[src/rtl/status_branch_unit_pkg.sv]
// Shared definitions for the status/branch unit: condition codes,
// ALU status bit positions and the redirect FSM encoding.
package status_branch_unit_pkg;

  localparam logic [2:0] COND_NEVER  = 3'b000;
  localparam logic [2:0] COND_ALWAYS = 3'b001;
  localparam logic [2:0] COND_Z      = 3'b010;
  localparam logic [2:0] COND_NZ     = 3'b011;
  localparam logic [2:0] COND_N      = 3'b100;
  localparam logic [2:0] COND_NN     = 3'b101;
  localparam logic [2:0] COND_V      = 3'b110;
  localparam logic [2:0] COND_LT     = 3'b111;

  localparam int ST_Z = 2;
  localparam int ST_N = 1;
  localparam int ST_V = 0;

  typedef enum logic {
    S_EMPTY = 1'b0,
    S_FULL  = 1'b1
  } rd_state_t;

endpackage

[src/rtl/status_branch_unit_branch_cond_eval.sv]
// Combinational branch condition evaluator: maps {Z,N,V} and a 3-bit
// condition code to a taken decision.
module branch_cond_eval
  import status_branch_unit_pkg::*;
(
  input  logic [2:0] flags,
  input  logic [2:0] cond,
  output logic       taken
);

  // Decode the condition against the selected flag set.
  always_comb begin
    taken = 1'b0;
    case (cond)
      COND_NEVER:  taken = 1'b0;
      COND_ALWAYS: taken = 1'b1;
      COND_Z:      taken = flags[ST_Z];
      COND_NZ:     taken = ~flags[ST_Z];
      COND_N:      taken = flags[ST_N];
      COND_NN:     taken = ~flags[ST_N];
      COND_V:      taken = flags[ST_V];
      COND_LT:     taken = flags[ST_N] ^ flags[ST_V];
      default:     taken = 1'b0;
    endcase
  end

endmodule

[src/rtl/status_branch_unit.sv]
// Holds the architectural {Z,N,V} flags and resolves flag-conditioned
// branches into a registered, valid/ack-handshaked PC redirect.
module status_branch_unit
  import status_branch_unit_pkg::*;
#(
  parameter int XLEN   = 32,
  parameter int BYPASS = 1,
  parameter int CNT_W  = 16
) (
  input  logic             clk,
  input  logic             reset,
  input  logic [2:0]       alu_status,
  input  logic             stswrite,
  input  logic             br_valid,
  output logic             br_ready,
  input  logic [2:0]       br_cond,
  input  logic             br_link,
  input  logic [XLEN-1:0]  br_target,
  input  logic [XLEN-1:0]  pc_plus4,
  output logic             redirect_valid,
  input  logic             redirect_ack,
  output logic             redirect_taken,
  output logic [XLEN-1:0]  redirect_pc,
  output logic             link_we,
  output logic [XLEN-1:0]  link_data,
  output logic [2:0]       flags_q,
  output logic [CNT_W-1:0] taken_cnt
);

  localparam logic [CNT_W-1:0] CNT_MAX = {CNT_W{1'b1}};
  localparam logic [CNT_W-1:0] CNT_ONE = {{(CNT_W-1){1'b0}}, 1'b1};

  rd_state_t        state_q, state_d;
  logic [2:0]       flags_d;
  logic [2:0]       eff_flags_s;
  logic             cond_taken_s;
  logic             accept_s;
  logic             redirect_taken_q, redirect_taken_d;
  logic [XLEN-1:0]  redirect_pc_q, redirect_pc_d;
  logic             link_we_q, link_we_d;
  logic [XLEN-1:0]  link_data_q, link_data_d;
  logic [CNT_W-1:0] taken_cnt_q, taken_cnt_d;

  assign br_ready = (state_q == S_EMPTY) | redirect_ack;
  assign accept_s = br_valid & br_ready;

  branch_cond_eval u_cond_eval (
    .flags (eff_flags_s),
    .cond  (br_cond),
    .taken (cond_taken_s)
  );

  // Flag register next state and the flag set a branch is judged against.
  always_comb begin
    flags_d     = flags_q;
    eff_flags_s = flags_q;
    if (stswrite) begin
      flags_d = alu_status;
      if (BYPASS == 1) begin
        eff_flags_s = alu_status;
      end else begin
        eff_flags_s = flags_q;
      end
    end else begin
      flags_d     = flags_q;
      eff_flags_s = flags_q;
    end
  end

  // Redirect FSM, link strobe and saturating counter next state.
  always_comb begin
    state_d          = state_q;
    redirect_taken_d = redirect_taken_q;
    redirect_pc_d    = redirect_pc_q;
    link_we_d        = 1'b0;
    link_data_d      = link_data_q;
    taken_cnt_d      = taken_cnt_q;
    if (accept_s) begin
      // Acceptance while FULL+ack reloads in place, so valid never drops.
      state_d          = S_FULL;
      redirect_taken_d = cond_taken_s;
      if (cond_taken_s) begin
        redirect_pc_d = br_target;
        if (br_link) begin
          link_we_d   = 1'b1;
          link_data_d = pc_plus4;
        end else begin
          link_data_d = link_data_q;
        end
        if (taken_cnt_q != CNT_MAX) begin
          taken_cnt_d = taken_cnt_q + CNT_ONE;
        end else begin
          taken_cnt_d = taken_cnt_q;
        end
      end else begin
        redirect_pc_d = pc_plus4;
      end
    end else if (redirect_ack) begin
      state_d = S_EMPTY;
    end else begin
      state_d = state_q;
    end
  end

  // All architectural state; reset discards any pending redirect at once.
  always_ff @(posedge clk or posedge reset) begin
    if (reset) begin
      state_q          <= S_EMPTY;
      flags_q          <= 3'b000;
      redirect_taken_q <= 1'b0;
      redirect_pc_q    <= {XLEN{1'b0}};
      link_we_q        <= 1'b0;
      link_data_q      <= {XLEN{1'b0}};
      taken_cnt_q      <= {CNT_W{1'b0}};
    end else begin
      state_q          <= state_d;
      flags_q          <= flags_d;
      redirect_taken_q <= redirect_taken_d;
      redirect_pc_q    <= redirect_pc_d;
      link_we_q        <= link_we_d;
      link_data_q      <= link_data_d;
      taken_cnt_q      <= taken_cnt_d;
    end
  end

  assign redirect_valid = (state_q == S_FULL);
  assign redirect_taken = redirect_taken_q;
  assign redirect_pc    = redirect_pc_q;
  assign link_we        = link_we_q;
  assign link_data      = link_data_q;
  assign taken_cnt      = taken_cnt_q;

endmodule

[config.mk]
export PLATFORM = sky130hd
export DESIGN_NAME = status_branch_unit
export DESIGN_NICKNAME = d
export VERILOG_FILES = /design/src/rtl/status_branch_unit_pkg.sv /design/src/rtl/status_branch_unit_branch_cond_eval.sv /design/src/rtl/status_branch_unit.sv
export SDC_FILE = /design/constraint.sdc
export NUM_CORES = 1
export LEC_CHECK = 0
export CAP_MARGIN = 25
export CORE_ASPECT_RATIO = 1.5
export CORE_MARGIN = 2
export CORE_UTILIZATION = 30
export CTS_CLUSTER_SIZE = 12
export DETAILED_ROUTE_END_ITERATION = 10
export PLACE_DENSITY = 0.71
export SLEW_MARGIN = 20
export SYNTH_ARGS = -nofsm -noshare
export SYNTH_HDL_FRONTEND = slang
export SYNTH_SLANG_ARGS = --single-unit
[constraint.sdc]
create_clock -name clk -period 3.25 [get_ports clk]
set_clock_uncertainty 0.15 [all_clocks]
set_input_delay 0.325 -clock clk [delete_from_list [all_inputs] [get_ports clk]]
set_output_delay 0.325 -clock clk [all_outputs]
set_load 0.005 [all_outputs]
==> flow_summary.yaml <==
floorplan:
  io_pins: 163
  start_util_pct: 30.6
  rows: 50
  die_w_um: 96.0
  dieArea_sq_um: 13600
  die_h_um: 142
  core_sq_um: 12400
clock_network:
  ctsHoldBuffers: 0
  cts.sinks: 86
  clock-root-buffer: "clkbuf_16"
  clk_latency_ns: 0.33
  cts_tree: "yes"
  cts_resized: 0
  clkTransAtPathRegs_ns: 0.06
  cts_max_level: 3
  clockBufferDepth: 2
  cts_setup_buffers: 0
  numCtsBuffers: 9
routing:
  routed_wl_um: 10700
  first_pass_iters: 4
  wire_per_inst_um: 16.0
  routed_via_density: 4.76
  postRouteAntennaNets: 0
  drc: 0
  vias: 3174
  drtIter0Drc: 71
hold_path:
  worst_hold_path_type: "in2async"
pwr:
  p_per_area_nw_per_um2: 618
  peakVddDrop_uv: 235
  p_leak_nw: 2.52
  fin_total_pwr_mw: 3.64
sta:
  hold_viol: 0
  hold_ws_ns: 0.282
  maxSlewViolCount: 0
  relSlewSlack_pct: 60.7
  period_needed_ns: 2.69
  clock.fmax_ghz: 0.372
  fin_ws_ns: 0.560
  worstMarginPinSlew_ns: 0.590
  period_share_pct: 82.8
  setup_viol: 0
  rsz0062_at_grt: "false"
  tns_ns: 0
finish:
  fillers: 1149
  layout.nets: 585
  drive_gt1_share_pct: 11.9
  areaGrowthSynthToFinish_pct: 54.9
  num_antenna_cells: 0
global_route:
  grt_pass1_vias: 3314
  track_usage_pct: 16.3
  grt_max_degree: 46
  overflow: 0
  grt_pass1_wl_um: 16800
  antenna_found_initial: 0
logic_synthesis:
  yosysTopAreaCell: "dfrtp_1"
  ys.flop_type: "dfrtp_1"
  postSynthAreaPerCell_sq_um: 11.0
  synth_seq_cells: 86
  synth_warnings: 0
  yosys-top-cells-area: "dfrtp_1 (57%), mux2_4 (12%), a21oi_1 (8.4%)"
  synth-seq-area-share_pct: 56.6
  synth_common_cells: "dfrtp_1 (86), a21oi_1 (64), nand2_1 (45), nor2_1 (41), mux2_4 (30)"
  synth_cell_type_count: 34
  synth_top_area_share_pct: 56.6
  synth_nets: 422
  synthMostInstantiatedCell: "dfrtp_1"
  async_reset_ff_share_pct: 100
  synth-edff-count: 0
  syn_inst: 345
  synth_area_sq_um: 3800
setup_path:
  cp_data_required_time_ns: 3.32
  critPathMaxFanout: 12
  cp-start-kind: "register"
  worstSetupPathType: "reg2reg"
  worst_setup_path_end_kind: "register"
  worstPathArrival_ns: 2.76
placement:
  numPortBuffers: 162
  gp_congestion: 0.755
  hpwlAfterDp_um: 7850
  pre_cts_slack_ns: 0.302
status:
  status: "finished, final reports clean"
run:
  max_cap_violations: 0
==> cell usage in the layout, fill, tap and decap left out, drive strengths merged, types with 3 or more instances in the layout <==
| cell type | Yosys | layout |
|---|---|---|
| inv | 5 | 4 |
| xor2 | 10 | 10 |
| dfrtp | 86 | 86 |
| nand4 | 4 | 4 |
| nor2 | 41 | 41 |
| nand3 | 4 | 4 |
| a21oi | 64 | 64 |
| clkdlybuf4s50 | 0 | 162 |
| buf | 6 | 9 |
| xnor2 | 5 | 5 |
| clkbuf | 13 | 10 |
| nand2 | 45 | 45 |
| clkinv | 0 | 3 |
| mux2 | 34 | 34 |
| nor3 | 6 | 6 |
==> cell families (layout without fill, tap and decap cells) <==
group                    after synthesis  after routing  synth area share [%]
AND/OR/NAND/NOR                      112            112                  12.8
XOR/XNOR                              15             15                  3.45
adder cells (fa/ha/maj)                1              1                 0.329
flip-flops                            86             86                  56.6
AO/OA/AOI/OAI                         71             71                  9.93
buffers and inverters                 24            190                  3.39
multiplexers                          36             36                  13.5
==> metal layers <==
| layer | share of wire (%) | wire [um] | GRT usage [%] | up-vias |
|---|---|---|---|---|
| li1 | - | - | - | 1498 |
| met1 | 38 | 4040 | 18.7 | 1537 |
| met2 | 54 | 5770 | 28.0 | 115 |
| met3 | 5.2 | 559 | 3.76 | 24 |
| met4 | 3.0 | 319 | 7.82 | 0 |
| met5 | 0 | 0 | 0 | - |
==> final timing paths <==
kind                                 from         endpoint  slack (ns)  depth (start not counted)
max                          taken_cnt[0]     taken_cnt[1]        0.56                          6
max in group asynchronous           reset    taken_cnt[12]        2.22                          3
min reg2reg                redirect_taken   redirect_taken        0.34                          2
min in group clk           redirect_taken   redirect_taken        0.34                          2
min                                 reset  redirect_pc[12]        0.28                          3
max reg2reg                  taken_cnt[0]     taken_cnt[1]        0.56                          6
==> per-stage QoR <==
stage / utilization (%) / instances / area [sq um]
2_1_floorplan: - / 345 / 3800
3_3_place_gp: 44.9 / 653 / 5590
3_5_place_dp: 44.9 / 653 / 5590
4_1_cts: 47.4 / 667 / 5900
5_1_grt: 47.4 / 667 / 5900
6_report: 47.4 / 667 / 5900
==> sequential cells by signal, indices dropped and copies added (netlist names) <==
name and flops:
flags_q 3, taken_cnt 16, redirect_valid 1, redirect_pc 32, redirect_taken 1, link_we 1, link_data 32
==> power by group <==
part           internal, mW  leakage, nW  switching (mW)  total [mW]
logic                 0.730         1.36           0.377        1.11
registers              1.31         1.01           0.167        1.47
clock network         0.665        0.148           0.397        1.06
==> worst max-delay path: stages, from the launching register on <==
cell     delay, ns
dfrtp_1       0.44
ha_1          0.21
nand3_1       0.12
or4_1         0.57
o31a_1        0.34
nand3_1       0.37
mux2_2        0.39
==> layout make-up <==
type,count,area [sq um],share of cell area [%]
sequential,86,2150,36.5
timing repair buffer,171,1700,28.9
multi-input combinational,235,1520,25.8
clock buffer,10,229,3.88
tap,156,195,3.31
clock inverter,4,73.8,1.25
inverter,5,20.0,0.340
Power figures use the tool's default switching activity.
